File: config.mk
export PLATFORM = sky130hd
export DESIGN_NAME = stage_wb_queue
export DESIGN_NICKNAME = d
export VERILOG_FILES = /design/src/rtl/stage_wb_queue.sv
export SDC_FILE = /design/constraint.sdc
export NUM_CORES = 1
export LEC_CHECK = 0
export BUFFER_PORTS_ARGS = -buffer_cell sky130_fd_sc_hd__buf_4
export CELL_PAD_IN_SITES_DETAIL_PLACEMENT = 2
export CELL_PAD_IN_SITES_GLOBAL_PLACEMENT = 2
export CORE_ASPECT_RATIO = 1.5
export CORE_MARGIN = 2
export CORE_UTILIZATION = 35
export CTS_CLUSTER_DIAMETER = 150
export CTS_CLUSTER_SIZE = 30
export DETAILED_ROUTE_END_ITERATION = 12
export GPL_TIMING_DRIVEN = 0
export PLACE_DENSITY_LB_ADDON = 0.1
export SLEW_MARGIN = 10
export SYNTH_ARGS = -nofsm -noshare
export SYNTH_HDL_FRONTEND = slang
export SYNTH_SLANG_ARGS = --single-unit
File: constraint.sdc
create_clock -name clk -period 11.4 [get_ports clk]
set_input_delay 2.28 -clock clk [delete_from_list [all_inputs] [get_ports clk]]
set_output_delay 2.28 -clock clk [all_outputs]
set_load 0.03 [all_outputs]
File: src/rtl/stage_wb_queue.sv
// Writeback-stage queue: buffers MEM-stage results in a small circular FIFO and
// commits the head entry to the GPR file, the CSR port and the exception/ERTN logic.
module stage_wb_queue #(
  parameter int unsigned DEPTH  = 2,
  parameter int unsigned DATA_W = 32,
  parameter int unsigned CSRN_W = 14
) (
  input  logic              clk,
  input  logic              resetn,
  input  logic              ms_to_ws_valid,
  output logic              ws_allow_in,
  input  logic [31:0]       in_pc,
  input  logic              in_gr_we,
  input  logic [4:0]        in_dest,
  input  logic [DATA_W-1:0] in_result,
  input  logic              in_csr_re,
  input  logic              in_csr_we,
  input  logic [CSRN_W-1:0] in_csr_num,
  input  logic [DATA_W-1:0] in_csr_wmask,
  input  logic [DATA_W-1:0] in_csr_wvalue,
  input  logic              in_ertn,
  input  logic [5:0]        in_exc,
  input  logic [31:0]       in_vaddr,
  input  logic              csr_stall,
  output logic [CSRN_W-1:0] csr_num,
  output logic              csr_re,
  output logic              csr_we,
  output logic [DATA_W-1:0] csr_wmask,
  output logic [DATA_W-1:0] csr_wvalue,
  input  logic [DATA_W-1:0] csr_rvalue,
  output logic              rf_we,
  output logic [4:0]        rf_waddr,
  output logic [DATA_W-1:0] rf_wdata,
  output logic              wb_ex,
  output logic [5:0]        wb_ecode,
  output logic [8:0]        wb_esubcode,
  output logic [31:0]       wb_pc,
  output logic [31:0]       wb_vaddr,
  output logic              ertn_flush,
  output logic              ws_flush,
  output logic              fwd_valid,
  output logic [4:0]        fwd_dest,
  output logic [DATA_W-1:0] fwd_data,
  output logic              fwd_csr_pending,
  output logic [63:0]       retire_cnt
);

  localparam int unsigned PtrW = $clog2(DEPTH);
  localparam int unsigned CntW = $clog2(DEPTH + 1);

  typedef struct packed {
    logic [31:0]       pc;
    logic              gr_we;
    logic [4:0]        dest;
    logic [DATA_W-1:0] result;
    logic              csr_re;
    logic              csr_we;
    logic [CSRN_W-1:0] csr_num;
    logic [DATA_W-1:0] csr_wmask;
    logic [DATA_W-1:0] csr_wvalue;
    logic              ertn;
    logic [5:0]        exc;
    logic [31:0]       vaddr;
  } entry_t;

  entry_t            entries_q [DEPTH];
  entry_t            in_entry, head;
  logic [PtrW-1:0]   head_q, head_d, tail_q, tail_d, fwd_idx;
  logic [CntW-1:0]   count_q, count_d;
  logic [63:0]       retire_cnt_q, retire_cnt_d;
  logic              ws_flush_q, ws_flush_d;
  logic              head_valid, head_exc, retire, push, wr_en;
  logic [5:0]        ecode;

  assign in_entry = '{pc: in_pc, gr_we: in_gr_we, dest: in_dest, result: in_result,
                      csr_re: in_csr_re, csr_we: in_csr_we, csr_num: in_csr_num,
                      csr_wmask: in_csr_wmask, csr_wvalue: in_csr_wvalue, ertn: in_ertn,
                      exc: in_exc, vaddr: in_vaddr};

  assign head       = entries_q[head_q];
  assign head_valid = (count_q != '0);
  assign head_exc   = |head.exc;
  assign retire     = head_valid && !csr_stall;

  assign ws_allow_in = !ws_flush_q && ((count_q < CntW'(DEPTH)) || retire);
  assign push        = ms_to_ws_valid && ws_allow_in;

  assign wb_ex      = retire && head_exc;
  assign ertn_flush = retire && head.ertn && !head_exc;
  assign ws_flush_d = wb_ex || ertn_flush;
  // A flushing retire kills everything younger, including a same-cycle push.
  assign wr_en      = push && !ws_flush_d;

  always_comb begin
    if      (head.exc[5]) ecode = 6'h00;
    else if (head.exc[4]) ecode = 6'h08;
    else if (head.exc[3]) ecode = 6'h0D;
    else if (head.exc[2]) ecode = 6'h0B;
    else if (head.exc[1]) ecode = 6'h0C;
    else                  ecode = 6'h09;
  end

  assign wb_ecode    = wb_ex ? ecode : 6'h00;
  assign wb_esubcode = 9'h000;
  assign wb_pc       = retire ? head.pc : 32'h0;
  assign wb_vaddr    = retire ? head.vaddr : 32'h0;

  assign rf_we    = retire && head.gr_we && !head_exc;
  assign rf_waddr = retire ? head.dest : 5'h00;
  assign rf_wdata = !retire ? '0 : (head.csr_re ? csr_rvalue : head.result);

  assign csr_num    = head_valid ? head.csr_num : '0;
  assign csr_re     = head_valid && head.csr_re;
  assign csr_we     = retire && head.csr_we && !head_exc;
  assign csr_wmask  = retire ? head.csr_wmask : '0;
  assign csr_wvalue = retire ? head.csr_wvalue : '0;

  assign ws_flush   = ws_flush_q;
  assign retire_cnt = retire_cnt_q;

  always_comb begin
    head_d       = head_q;
    tail_d       = tail_q;
    count_d      = count_q;
    retire_cnt_d = retire_cnt_q + ((retire && !head_exc) ? 64'd1 : 64'd0);
    if (ws_flush_d) begin
      head_d  = tail_q;
      count_d = '0;
    end else begin
      if (retire) head_d = head_q + PtrW'(1);
      if (push)   tail_d = tail_q + PtrW'(1);
      if (push && !retire)      count_d = count_q + CntW'(1);
      else if (!push && retire) count_d = count_q - CntW'(1);
    end
  end

  // Walk oldest to newest so the youngest GPR writer wins.
  always_comb begin
    fwd_valid       = 1'b0;
    fwd_dest        = 5'h00;
    fwd_data        = '0;
    fwd_csr_pending = 1'b0;
    fwd_idx         = '0;
    for (int unsigned i = 0; i < DEPTH; i++) begin
      fwd_idx = head_q + PtrW'(i);
      if (CntW'(i) < count_q) begin
        if (entries_q[fwd_idx].gr_we) begin
          fwd_valid = 1'b1;
          fwd_dest  = entries_q[fwd_idx].dest;
          fwd_data  = entries_q[fwd_idx].result;
        end
        if (entries_q[fwd_idx].csr_we || entries_q[fwd_idx].ertn) fwd_csr_pending = 1'b1;
      end
    end
  end

  always_ff @(posedge clk or negedge resetn) begin
    if (!resetn) begin
      head_q       <= '0;
      tail_q       <= '0;
      count_q      <= '0;
      retire_cnt_q <= '0;
      ws_flush_q   <= 1'b0;
      for (int unsigned i = 0; i < DEPTH; i++) entries_q[i] <= '0;
    end else begin
      head_q       <= head_d;
      tail_q       <= tail_d;
      count_q      <= count_d;
      retire_cnt_q <= retire_cnt_d;
      ws_flush_q   <= ws_flush_d;
      if (wr_en) entries_q[tail_q] <= in_entry;
    end
  end

endmodule

==> run metrics, run 1 <==
status complete, no violations; fraction of layout cells with a size suffix above 1 42.9%; Layout Cells excl Fill 3080; slowest stage delay, CP 0.78 ns; Final setup viols 0; post-CTS setup buffers 0; First-pass DRT Iterations 5; I/O pin count ~530; peak supply drop roughly 0.11 mV; Worst Setup End Kind output port; initial antenna violation count 20; hold buffers post-CTS 0; root buf cell clkbuf_16; largest net degree at the start of global routing 103; cell chain of the critical path buf_4 -> or2_0 -> clkbuf_1 -> clkbuf_1 -> clkbuf_1 -> nor2_1 -> buf_4; Critical Path Source Type input pin; Cell Area, Placed around 0.027 mm^2; most common cell after layout, fill and taps aside buf_4; fin. max-slew vios 0; Leak 12.8 nW; EDFF count, synth 0; Die H 309 um; worst endpoint required time roughly 9 ns; Hold Path Class flip-flop to flip-flop; CTS tree done; Remaining DRCs 0; placed insts 3048; async set or reset register ratio after synthesis 100%; Setup TNS Final 0 ns; Netlist cell types 45; Seq/Total Area, Yosys 51.6%; Relative slew margins between 20 and 30%; routed length per instance 25.2 um; Yosys reg bits about 450; Syn-to-layout area delta 25.6%; clock skew 0.0223 ns; core area 0.0612 mm^2; via/cell ratio between 5 and 6; die width 207 um; post-cts sizing count 0; Detailed Route WL 77700 um; Design Area, Final 0.0272 mm^2; # fillers 6415; DP HPWL ~60000 um; crit path kind input pin to output port; vias post-DR approximately 16000; initial drt markers a little under 600; Clk pin slew, worst setup/hold paths 0.12 ns; total track usage between 20% and 30%; WP data arrival a little under 5 ns; PD cells ~290 mW/mm^2; syn_area_per_cell 12.6 um^2; global route total overflow 0; most frequent cells in the layout 529 x buf_4, 447 x dfrtp_1, 280 x mux2_2; CP top delay family buffers and inverters; Cell Area, Synth 0.0217 mm^2; multi-input gate area in the final layout between 0.009 and 0.01 mm^2; fmax 138 MHz; Fin. Hold Viols 0; min Tclk post-route around 7.2 ns; starting density of the core between 30% and 40%; Std-Cell Rows about 110; WP buf/inv 5; Clk Latency, worst-skew pair 0.56 ns; slowest CP cell clkbuf_1; Synth Instances 1725; IO buf count 517; gpl congestion slightly above 0.8; Tightest Pin Transition 1.07 ns; CTS H-tree depth 1; first-pass GRT wire length 118000 um; most used cell, CP clkbuf_1; final worst path period share 63.6%; vias in the first global route 18500; final net count approximately 2500; commonest register cell after synthesis dfrtp_1; Yosys warning total 0; Worst Path Max Fanout 10; Max-Cap Viols 0; CTS sink count about 450; die area 0.0640 mm^2; RSZ-0062 raised after global routing no; total CTS buffers 18; clock buffer depth 3; Reg area 0.0112 mm^2; Antenna Violating Nets Remaining 0
-- through the flow --
stage | hold WS (ns) | util (%) | worst slack (ns) | power (W)
after floorplan | 0.474 | - | 4.80 | 0.00557
after global placement | 0.466 | 43.4 | 3.29 | 0.00698
after detailed placement | 0.464 | 43.6 | 4.06 | 0.00719
after CTS | 0.485 | 44.4 | 4.04 | 0.00803
after global routing | 0.501 | 44.5 | 3.94 | 0.00841
final | 0.484 | 44.5 | 4.15 | 0.00792
-- cells in the mapped netlist, drive strengths merged (2+ instances only) --
cell type | n | share of area [%]
a221oi | 37 | 1.5
and4 | 13 | 0.52
nand3 | 24 | 0.55
and3 | 8 | 0.23
o21a | 2 | 0.069
or3 | 4 | 0.12
a211oi | 34 | 1.2
nand3b | 3 | 0.10
nor4 | 9 | 0.26
mux2 | 379 | 21
buf | 75 | 2.1
nand2b | 2 | 0.058
inv | 12 | 0.21
nor2 | 205 | 3.5
xnor2 | 37 | 1.5
nand2 | 31 | 0.54
xor2 | 26 | 1.0
and2 | 5 | 0.14
a22oi | 37 | 1.3
a21oi | 42 | 0.99
nand4 | 20 | 0.58
nor3 | 9 | 0.21
o21ai | 3 | 0.069
clkbuf | 57 | 0.99
ha | 4 | 0.23
nor3b | 2 | 0.069
or3b | 3 | 0.12
dfrtp | 447 | 52
mux2i | 185 | 8.5
-- where the power goes --
| part | internal [W] | total, W | leakage [nW] | switching [W] |
|---|---|---|---|---|
| combinational | 0.00190 | 0.00434 | 7.10 | 0.00244 |
| clock | 0.000304 | 0.000824 | 0.238 | 0.000520 |
| sequential | 0.00229 | 0.00276 | 5.43 | 0.000471 |
| total | 0.00449 | 0.00792 | 12.8 | 0.00343 |
-- worst paths after layout --
kind | endpoint | start | cells past startpoint | slack (ns)
max in group asynchronous | retire_cnt[47] | resetn | 3 | 8.26
max reg2reg | retire_cnt[63] | head_q | 12 | 6.71
max | rf_waddr[0] | csr_stall | 7 | 4.15
min reg2reg | retire_cnt[63] | retire_cnt[63] | 1 | 0.48
min | retire_cnt[63] | retire_cnt[63] | 1 | 0.48
min in group asynchronous | entries_q[203] | resetn | 1 | 1.65
-- sequential cells by signal, indices dropped and copies added, names as in the netlist --
register,count
head_q,1
ws_flush,1
count_q,2
retire_cnt,64
tail_q,1
entries_q,378
-- worst register-to-register path, stage by stage (launching register included) --
cell      delay (ns)
dfrtp_1         0.39
buf_2           0.17
or3_1           0.42
a222oi_1        0.73
nand2_1         0.34
inv_1           0.20
ha_1            0.27
and4_1          0.29
nor3b_1         0.46
clkbuf_1        0.50
nand3_1         0.25
nor4_1          0.42
xor2_1          0.19
-- cell families (layout without fill, tap and decap cells) --
group	after synthesis	count (layout)	share of synthesized area, %
multiplexers	564	564	29.9
flip-flops	447	447	51.6
adder cells (fa/ha/maj)	4	4	0.231
XOR/XNOR	63	63	2.54
other	1	23	0.0173
buffers and inverters	144	686	3.26
AO/OA/AOI/OAI	162	162	5.36
AND/OR/NAND/NOR	340	340	7.11
-- final cells by class --
class | instances | share of cell area [%]
Buffer | 132 | 2.43
Tap cell | 791 | 3.63
Antenna cell | 12 | 0.110
Timing Repair Buffer | 522 | 14.7
Multi-Input combinational cell | 1144 | 36.1
Clock buffer | 19 | 1.75
Sequential cell | 447 | 41.1
Clock inverter | 1 | 0.0184
Inverter | 12 | 0.165
-- layer usage --
layer | wire [um] | share of wire, % | vias to the layer above | GRT usage (%)
met1 | 28700 | 37 | 8457 | 26.4
li1 | - | - | 7211 | -
met3 | 4810 | 6.2 | 95 | 5.82
met4 | 2090 | 2.7 | 14 | 6.79
met5 | 84 | 0.11 | - | 0
met2 | 42100 | 54 | 417 | 45.0
(Power assumes the default switching activity.)
==> run 2, diff against run 1 <==
--- a/config.mk
+++ b/config.mk
@@ -5,12 +5,13 @@
 export SDC_FILE = /design/constraint.sdc
 export NUM_CORES = 1
 export LEC_CHECK = 0
+export ABC_AREA = 1
 export BUFFER_PORTS_ARGS = -buffer_cell sky130_fd_sc_hd__buf_4
 export CELL_PAD_IN_SITES_DETAIL_PLACEMENT = 2
 export CELL_PAD_IN_SITES_GLOBAL_PLACEMENT = 2
 export CORE_ASPECT_RATIO = 1.5
 export CORE_MARGIN = 2
-export CORE_UTILIZATION = 35
+export CORE_UTILIZATION = 31
 export CTS_CLUSTER_DIAMETER = 150
 export CTS_CLUSTER_SIZE = 30
 export DETAILED_ROUTE_END_ITERATION = 12
==> constraint.sdc (replaced) <==
create_clock -name clk -period 7.2 [get_ports clk]
set_input_delay 1.44 -clock clk [delete_from_list [all_inputs] [get_ports clk]]
set_output_delay 1.44 -clock clk [all_outputs]
set_load 0.03 [all_outputs]
==> run 2 against run 1 <==
  * Synthesized cell count increased by 86%
  * Clock power increased by 66%
  * Register-to-register slack got worse by 4.3 ns
  * Final area increased by 8.1%
  * Critical path type is now flip-flop to output port
  * Sequential power increased by 50%
==> run metrics, run 2 <==
crit path kind flip-flop to output port; vias post-DR approximately 25000; Std-Cell Rows 124; synth top area cells dfrtp_1 47%, nand2_1 22%, nand4_1 10%; Tightest Pin Transition ~1.1 ns; CP top delay family buffers and inverters; Cell Area, Synth 0.0236 mm^2; DP Worst Slack about 1.4 ns; overall power 0.0125 W; initial antenna violation count 19; die area 0.0784 mm^2; clock buffer depth 3; Reg with most FFs entries_q; Final setup viols 0; peak supply drop 0.178 mV; via/cell ratio 5.27; root buf cell clkbuf_16; Fin. Hold Viols 0; final net count 3990; area leader, netlist dfrtp_1; CTS tree done; final critical-path setup slack between 1 and 1.5 ns; IO buf count 517; vias in the first global route roughly 28000; status complete, no violations; Clk Latency, worst-skew pair roughly 0.6 ns; Netlist cell types 28; RSZ-0062 raised after global routing no; Layout Cells excl Fill 4779; DP HPWL around 93000 um; total CTS buffers 18; Critical Path Source Type flip-flop; first-pass GRT wire length 178000 um; post-cts sizing count 0; Net Sw Frac 52.4%; Hold Path Class flip-flop to flip-flop; core area 0.0759 mm^2; switching pwr 0.00656 W; Seq/Total Area, Yosys 47.4%; gpl congestion 0.916; WP data arrival around 4.4 ns; commonest register cell after synthesis dfrtp_1; syn_area_per_cell 7.36 um^2; most frequent cells in the layout 1354 x nand2_1, 540 x buf_4, 447 x dfrtp_1; fraction of layout cells with a size suffix above 1 18.2%; most common library cells after synthesis 1354 x nand2_1, 447 x dfrtp_1, 388 x nand4_1, 197 x nor2_1, 140 x o21ai_0; Reg area 0.0112 mm^2; most numerous cell in the Yosys netlist nand2_1; max reg flops 378; post-synth top area share 47.4%; Worst Path Max Fanout 10; Die H 342 um; CTS H-tree depth 1; Clk pin slew, worst setup/hold paths approximately 0.13 ns; starting density of the core between 30% and 40%; initial drt markers 1248; die width 229 um; I/O pin count 529; First-pass DRT Iterations 5; Leak 15.1 nW; clock skew 0.0234 ns; Antenna Violating Nets Remaining 0; cell chain of the critical path inv_1 -> ha_1 -> inv_2 -> nand2_1 -> clkbuf_1 -> buf_1 -> clkbuf_1 -> a21oi_1 -> buf_4; Yosys warning total 0; Max-Cap Viols 0; async set or reset register ratio after synthesis between 90% and 100%; multi-input gate area in the final layout 0.0107 mm^2; Remaining DRCs 0; fin. max-slew vios 0; worst endpoint required time about 5.8 ns; most common cell after layout, fill and taps aside nand2_1; Yosys reg bits approximately 450; global route total overflow 0; PD cells 425 mW/mm^2; slowest stage delay, CP 0.81 ns; slowest CP cell buf_1; most used cell, CP clkbuf_1; Relative slew margins between 20% and 30%; hold buffers post-CTS 0; Combinational Power Share 56.0%; largest net degree at the start of global routing 102; WP buf/inv 6; Worst Setup End Kind output port; fmax ~170 MHz; routed length per instance 24.7 um; internal power 0.00597 W; # fillers 8954; post-CTS setup buffers 0; EDFF count, synth 0; Reg power frac 33.0%; Detailed Route WL around 120000 um; min Tclk post-route 5.87 ns; Syn-to-layout area delta 24.7%; total track usage 29.6%; Synth Instances between 3000 and 4000; final worst path period share 81.5%; CTS sink count 447; placed insts 4749; power share of the clock group 10.9%
[run 2: worst paths after layout]
kind	start	endpoint	slack, ns	depth (start not counted)
worst max register to register	count_q[1]	retire_cnt[58]	2.46	15
worst min-delay path	entries_q[204]	entries_q[204]	0.49	2
worst min register to register	entries_q[204]	entries_q[204]	0.49	2
worst max-delay path	count_q[1]	csr_wmask[6]	1.33	9
min in group asynchronous	resetn	retire_cnt[23]	0.62	1
max in group asynchronous	resetn	entries_q[245]	4.94	4
[run 2: final cells by class]
cell class | count | area share (%)
Clock inverter | 1 | 0.0170
Multi-Input combinational cell | 2386 | 36.4
Tap cell | 1008 | 4.28
Inverter | 122 | 1.56
Clock buffer | 19 | 1.61
Timing Repair Buffer | 522 | 13.7
Antenna cell | 10 | 0.0850
Sequential cell | 447 | 38.0
Buffer | 264 | 4.37
[run 2: cell families after synthesis]
| family | after synthesis | share of synthesized area [%] |
|---|---|---|
| and+or+nand+nor | 2047 | 37.3 |
| xor gates and xnor gates | 47 | 1.74 |
| adders and majority gates | 4 | 0.212 |
| AOI/OAI and AO/OA | 277 | 5.95 |
| buffers and inverters | 386 | 7.39 |
| DFF | 447 | 47.4 |
| other | 1 | 0.0159 |
[run 2: layer usage]
layer	vias to the layer above	wire, um	GRT usage [%]
met5	-	143	0
met4	22	4480	11.1
met3	175	6870	6.64
met2	591	62300	55.7
met1	12800	44300	32.2
li1	11600	-	-
[run 2: tightest hold or removal path, delay by kind of cell, from the launching register on]
family / cells / cell delay [ns]
AND/OR/NAND/NOR: 2 / 0.10
flip-flops: 1 / 0.36
[run 2: power groups by stage]
stage	sequential (W)	clock, W	combinational [W]
after CTS	0.00413	0.00140	0.00710
final	0.00414	0.00137	0.00701
after global placement	0.00410	0	0.00679
after floorplan	0.00401	0	0.00423
after detailed placement	0.00418	0	0.00707
after global routing	0.00427	0.00146	0.00772
[run 2: metrics by stage]
| stage | utilization [%] | cell area, um^2 | TNS [ns] | hold slack [ns] |
|---|---|---|---|---|
| finish | 38.8 | 29400 | 0 | 0.486 |
| global route | 38.8 | 29400 | 0 | 0.511 |
| CTS | 38.8 | 29400 | 0 | 0.488 |
| detailed placement | 38.1 | 28900 | 0 | 0.459 |
| global placement | 38.0 | 28800 | -95.40 | 0.448 |
| floorplan | - | 23700 | 0 | 0.434 |
